==> src/rtl/decoder_pkg.sv <==
`default_nettype none
// ---------------------------------------------------------------------------
// decoder_pkg : shared defaults, index type and one-hot helper for the decoder
// Revision    : 1.0
// ---------------------------------------------------------------------------
package decoder_pkg;

  localparam int DEC_SEL_W = 5;
  localparam int DEC_LO_W  = 2;

  // Widest index the shared helper can decode; callers slice the low bits.
  localparam int DEC_IDX_MAX_W    = 8;
  localparam int DEC_ONEHOT_MAX_W = 2 ** DEC_IDX_MAX_W;

  typedef logic [DEC_SEL_W-1:0] dec_sel_t;

  function automatic logic [DEC_ONEHOT_MAX_W-1:0] onehot_f(
    input logic [DEC_IDX_MAX_W-1:0] idx,
    input logic                     en
  );
    logic [DEC_ONEHOT_MAX_W-1:0] vec;
    vec = '0;
    if (en) vec[idx] = 1'b1;
    return vec;
  endfunction

endpackage
`default_nettype wire

==> src/rtl/decoder_pipe_onehot_stage.sv <==
`default_nettype none
// ---------------------------------------------------------------------------
// decoder_stage : enabled N to 2**N combinational one-hot decoder
// Revision      : 1.0
// ---------------------------------------------------------------------------
module decoder_stage
  import decoder_pkg::*;
#(
  parameter int N = 2
) (
  input  logic           en_i,
  input  logic [N-1:0]   sel_i,
  output logic [2**N-1:0] out_o
);

  localparam int OUT_W = 2 ** N;

  logic [DEC_ONEHOT_MAX_W-1:0] w_full;

  assign w_full = onehot_f(DEC_IDX_MAX_W'(sel_i), en_i);
  assign out_o  = w_full[OUT_W-1:0];

  if (OUT_W < DEC_ONEHOT_MAX_W) begin : g_unused_hi
    logic unused_hi;
    assign unused_hi = ^w_full[DEC_ONEHOT_MAX_W-1:OUT_W];
  end

endmodule
`default_nettype wire

==> src/rtl/decoder_pipe_onehot.sv <==
`default_nettype none
// ---------------------------------------------------------------------------
// decoder_pipe_onehot : two-stage valid/ready one-hot decoder (HI field, then LO)
// Option DEC_ZERO_REG_MASK_EN : all-ones index decodes to zero.  Revision 1.0
// ---------------------------------------------------------------------------
module decoder_pipe_onehot
  import decoder_pkg::*;
#(
  parameter int SEL_W = DEC_SEL_W,
  parameter int LO_W  = DEC_LO_W
) (
  input  logic               clk_i,
  input  logic               reset_i,
  input  logic               flush_i,
  input  logic               in_valid_i,
  output logic               in_ready_o,
  input  logic               en_i,
  input  logic [SEL_W-1:0]   sel_i,
  output logic               out_valid_o,
  input  logic               out_ready_i,
  output logic [2**SEL_W-1:0] out_o
);

  localparam int OUT_W  = 2 ** SEL_W;
  localparam int HI_W   = SEL_W - LO_W;
  localparam int GRP_W  = 2 ** HI_W;
  localparam int GRP_SZ = 2 ** LO_W;

  if (LO_W < 1 || LO_W >= SEL_W || HI_W > DEC_IDX_MAX_W) begin : g_bad_param
    $error("decoder_pipe_onehot: illegal SEL_W/LO_W combination");
  end

  logic              s1_valid_q, s1_valid_d;
  logic [GRP_W-1:0]  s1_grp_q,   s1_grp_d;
  logic [LO_W-1:0]   s1_lo_q,    s1_lo_d;
  logic              out_valid_q, out_valid_d;
  logic [OUT_W-1:0]  out_q,      out_d;

  logic              w_dec_en;
  logic [GRP_W-1:0]  w_grp;
  logic [OUT_W-1:0]  w_out;
  logic              w_s2_ready;
  logic              w_in_ready;
  logic              w_accept;
  logic              w_advance;

`ifdef DEC_ZERO_REG_MASK_EN
  // The all-ones index is the hard-wired zero register: never enable it.
  assign w_dec_en = en_i && !(&sel_i);
`else
  assign w_dec_en = en_i;
`endif

  decoder_stage #(.N(HI_W)) u_hi_dec (
    .en_i  (w_dec_en),
    .sel_i (sel_i[SEL_W-1:LO_W]),
    .out_o (w_grp)
  );

  for (genvar g = 0; g < GRP_W; g++) begin : g_lo_dec
    decoder_stage #(.N(LO_W)) u_lo_dec (
      .en_i  (s1_grp_q[g]),
      .sel_i (s1_lo_q),
      .out_o (w_out[g*GRP_SZ +: GRP_SZ])
    );
  end

  assign w_s2_ready = !out_valid_q || out_ready_i;
  assign w_in_ready = !s1_valid_q || w_s2_ready;
  assign w_accept   = in_valid_i && w_in_ready;
  assign w_advance  = s1_valid_q && w_s2_ready;

  always_comb begin
    s1_valid_d  = s1_valid_q;
    s1_grp_d    = s1_grp_q;
    s1_lo_d     = s1_lo_q;
    out_valid_d = out_valid_q;
    out_d       = out_q;
    if (flush_i) begin
      s1_valid_d  = 1'b0;
      s1_grp_d    = '0;
      out_valid_d = 1'b0;
      out_d       = '0;
    end else begin
      if (w_advance) begin
        out_valid_d = 1'b1;
        out_d       = w_out;
      end else if (out_valid_q && out_ready_i) begin
        out_valid_d = 1'b0;
        out_d       = '0;
      end
      if (w_accept) begin
        s1_valid_d = 1'b1;
        s1_grp_d   = w_grp;
        s1_lo_d    = sel_i[LO_W-1:0];
      end else if (w_advance) begin
        s1_valid_d = 1'b0;
      end
    end
  end

  always_ff @(posedge clk_i) begin
    if (reset_i) begin
      s1_valid_q  <= 1'b0;
      s1_grp_q    <= '0;
      s1_lo_q     <= '0;
      out_valid_q <= 1'b0;
      out_q       <= '0;
    end else begin
      s1_valid_q  <= s1_valid_d;
      s1_grp_q    <= s1_grp_d;
      s1_lo_q     <= s1_lo_d;
      out_valid_q <= out_valid_d;
      out_q       <= out_d;
    end
  end

  assign in_ready_o  = w_in_ready;
  assign out_valid_o = out_valid_q;
  assign out_o       = out_q;

endmodule
`default_nettype wire

==> config.mk <==
export PLATFORM = sky130hd
export DESIGN_NAME = decoder_pipe_onehot
export DESIGN_NICKNAME = d
export VERILOG_FILES = /design/src/rtl/decoder_pkg.sv /design/src/rtl/decoder_pipe_onehot_stage.sv /design/src/rtl/decoder_pipe_onehot.sv
export SDC_FILE = /design/constraint.sdc
export NUM_CORES = 1
export LEC_CHECK = 0
export ABC_AREA = 1
export BUFFER_PORTS_ARGS = -buffer_cell sky130_fd_sc_hd__buf_2
export CELL_PAD_IN_SITES_DETAIL_PLACEMENT = 0
export CELL_PAD_IN_SITES_GLOBAL_PLACEMENT = 1
export CORE_ASPECT_RATIO = 1.1
export CORE_MARGIN = 2
export CORE_UTILIZATION = 37
export DETAILED_ROUTE_END_ITERATION = 8
export PLACE_DENSITY = 0.75
export RECOVER_POWER = 100
export SYNTH_ARGS = -nofsm -noshare
export SYNTH_HDL_FRONTEND = slang
export SYNTH_SLANG_ARGS = --single-unit
==> constraint.sdc <==
create_clock -name clk_i -period 1.5 [get_ports clk_i]
set_clock_uncertainty 0.15 [all_clocks]
set_input_delay 0.225 -clock clk_i [delete_from_list [all_inputs] [get_ports clk_i]]
set_output_delay 0.225 -clock clk_i [all_outputs]
set_load 0.01 [all_outputs]
==> results.txt <==
Run status: completed
Setup TNS: 0 ns
Max Slew Vio Count: 0
Worst EP arrival: 1.03 ns
Worst reg2reg setup slack: 0.13 ns
Die Ht: 78.8 um
Final hold viol count: 0
Max-cap violations: 0
Synth cell count leaders: 44 x dfxtp_1, 41 x nand3_1, 34 x a21oi_1, 34 x nand2_1, 34 x nand4_1
Top-area cell type share of the netlist area: 46.8%
Met3 WL post-DR: 160 um
Clock slew seen by the registers of the worst setup and hold paths: 0.07 ns
Power, Total: 2.15 mW
Synth Area per Inst: 7.56 um2
EDFF count, synth: 0
Number of global-route vias before repair: 1564
WP data required: 1.12 ns
HP Class: in -> reg
Post-route ant nets: 0
Initial DRT Pass Iterations: 5
Synth unique cells: 14
Metal-1 WL: 2240 um
Layout filler cell count: 556
Max H-tree Level: 2
Row count: 27
Crit path buffers/inverters: 2
Final wirelength: 4670 um
CTS tree: done
Cell taking the most area after synthesis: dfxtp_1
Worst-skew pair later-pin latency: 0.29 ns
Unrepaired setup endpoints after global routing: no
Setup WS pre-CTS: 0.144 ns
Worst rel slew slack: 69.0%
Full die area: 0.00567 mm2
Hold endpoint: s1_lo_q[0]
Setup bufs post-CTS: 0
Worst hold path depth: 4
Top achievable clock speed: 712 MHz
Worst r2r src: s1_lo_q[1]
Layout Cells excl Fill: 347
R2R cell count: 4
Setup slack after layout: 0.0948 ns
Placed Instances: 340
Nets: 300
Sequential share of the synthesized area: 46.8%
Ant diodes: 0
Largest net degree at the start of global routing: 43
Syn Std Cell Area: 0.00188 mm2
Share of layout cells above drive strength 1: 11.1%
Most numerous cell in the Yosys netlist: dfxtp_1
Max Buffers Root-to-Sink: 2
Primary FF master, synth: dfxtp_1
Startpoint type of the worst setup path: flip-flop
CTS root buf: clkbuf_8
Sequential cell area: 886 um2
Slowest cell on the critical path: dfxtp_4
Critical setup path kind: reg -> out
Total grt overflow: 0
Synthesis-to-finish area growth: 17.0%
Pleak: 0.810 nW
DR top layer: met4
# IOs: 45
First-pass GRT wire length: 7510 um
Hold_sp: reset_i
Initial antenna violation count: 0
Vias per cell: 5.15
Synth top area cells: dfxtp_1 47%, nand4_1 11%, nand3_1 11%
Setup-failing EPs final: 0
CP delay by family, top: flip-flops
Residual DRC: 0
CP cell instances: nand3_2 -> buf_6 -> clkbuf_2
VDD IR-drop max: 0.000315 V
Drt wl/cell: 13.4 um
Fin crit share: 93.7%
DP HPWL: 2960 um
Core area: 0.00497 mm2
PD cells: 975 mW/mm2
Syn Nets: 260
Initial Util: 37.9%
Buffers on Ports: 44
Slowest cell delay on critical path: 0.37 ns
Die Wd: 72.0 um
Seq cells post-synth: 44
YS warnings: 0
Routed wl met2: 2210 um
Routed via count: 1786
Tot GR Track Use: 16.5%
Worst slew pin tran: 0.464 ns
1st-iter DRT viols: 153
Clock sinks: 44
Routability Congestion: 0.770
Footprint of the multi-input gates: 805 um2
Total CTS buffers: 5
Final Core Density: 44.3%
CP max FO: 13
Setup crit end kind: output port
Asr flop ratio synth: 0%
Gate Count Post-Synth: 249
RR Endpoint: out_o[30]
Minimum clock period: 1.41 ns
kinds of logic (layout without fill, tap and decap cells):
family                 count (synthesis)  after routing  synth area share (%)
AOI/OAI and AO/OA                     34             34                  9.04
buffers and inverters                 42             82                  10.3
DFF                                   44             44                  46.8
and+or+nand+nor                      129            129                  33.8
final cells by class:
type                       count  share of cell area, %
inverter                      23                   3.92
timing repair buffer          52                   11.6
multi-input combinational    163                   36.6
sequential                    44                   40.3
clock buffer                   7                   4.38
tap                           58                   3.30
routing by layer:
metal,global-route usage (%),vias to the layer above
li1,-,930
met1,22.1,807
met2,26.6,44
met3,3.05,5
met4,5.66,0
met5,0,-
layout by cell type, fill, tap and decap left out:
master,n
dfxtp_4,1
nand3_2,1
buf_12,1
a21oi_1,34
dfxtp_1,42
buf_4,6
clkbuf_8,7
buf_2,10
clkbuf_2,1
nor2_1,15
nor2_2,2
nand4_1,34
nand2_1,35
nand2_2,1
clkbuf_1,33
nand3_1,41
dfxtp_2,1
inv_1,23
buf_6,1
worst register-to-register path: stages (launching register included):
cell and delay (ns):
dfxtp_1 0.39, inv_1 0.08, nor2_2 0.37, nand4_1 0.16, a21oi_1 0.15
worst max-delay path by stage:
stage / from / end / slack [ns] / cells past startpoint
2_1_floorplan: out_valid_o / out_o[29] / 0.30 / 5
3_3_place_gp: s1_lo_q[1] / out_o[6] / 0.18 / 4
3_5_place_dp: s1_lo_q[1] / out_o[30] / 0.14 / 4
4_1_cts: s1_valid_q / in_ready_o / 0.01 / 3
5_1_grt: s1_lo_q[1] / out_o[26] / 0.01 / 4
6_report: out_valid_o / in_ready_o / 0.09 / 3
report_power, final:
group	total, mW	switching [mW]	internal [mW]
Clock	0.782	0.372	0.410
Combinational	0.167	0.115	0.0519
Sequential	1.20	0.0165	1.18
Total	2.15	0.504	1.64
through the flow:
step	hold WS (ns)	instance area, um2
2_1_floorplan	0.243	1880
3_3_place_gp	0.318	2140
3_5_place_dp	0.322	2140
4_1_cts	0.0394	2240
5_1_grt	0.0679	2200
6_report	0.0423	2200
registers in the layout, indices dropped and copies added (netlist names):
name         count
out_o           32
out_valid_o      1
s1_grp_q         8
s1_lo_q          2
s1_valid_q       1
timing repair:
action,4_1_cts,5_1_grt
cloned,0,0
hold buffers,0,0
endpoints found under the setup margin,1,1
resized for setup,1,3
hold endpoints to repair,0,0
(Power assumes the default switching activity.)
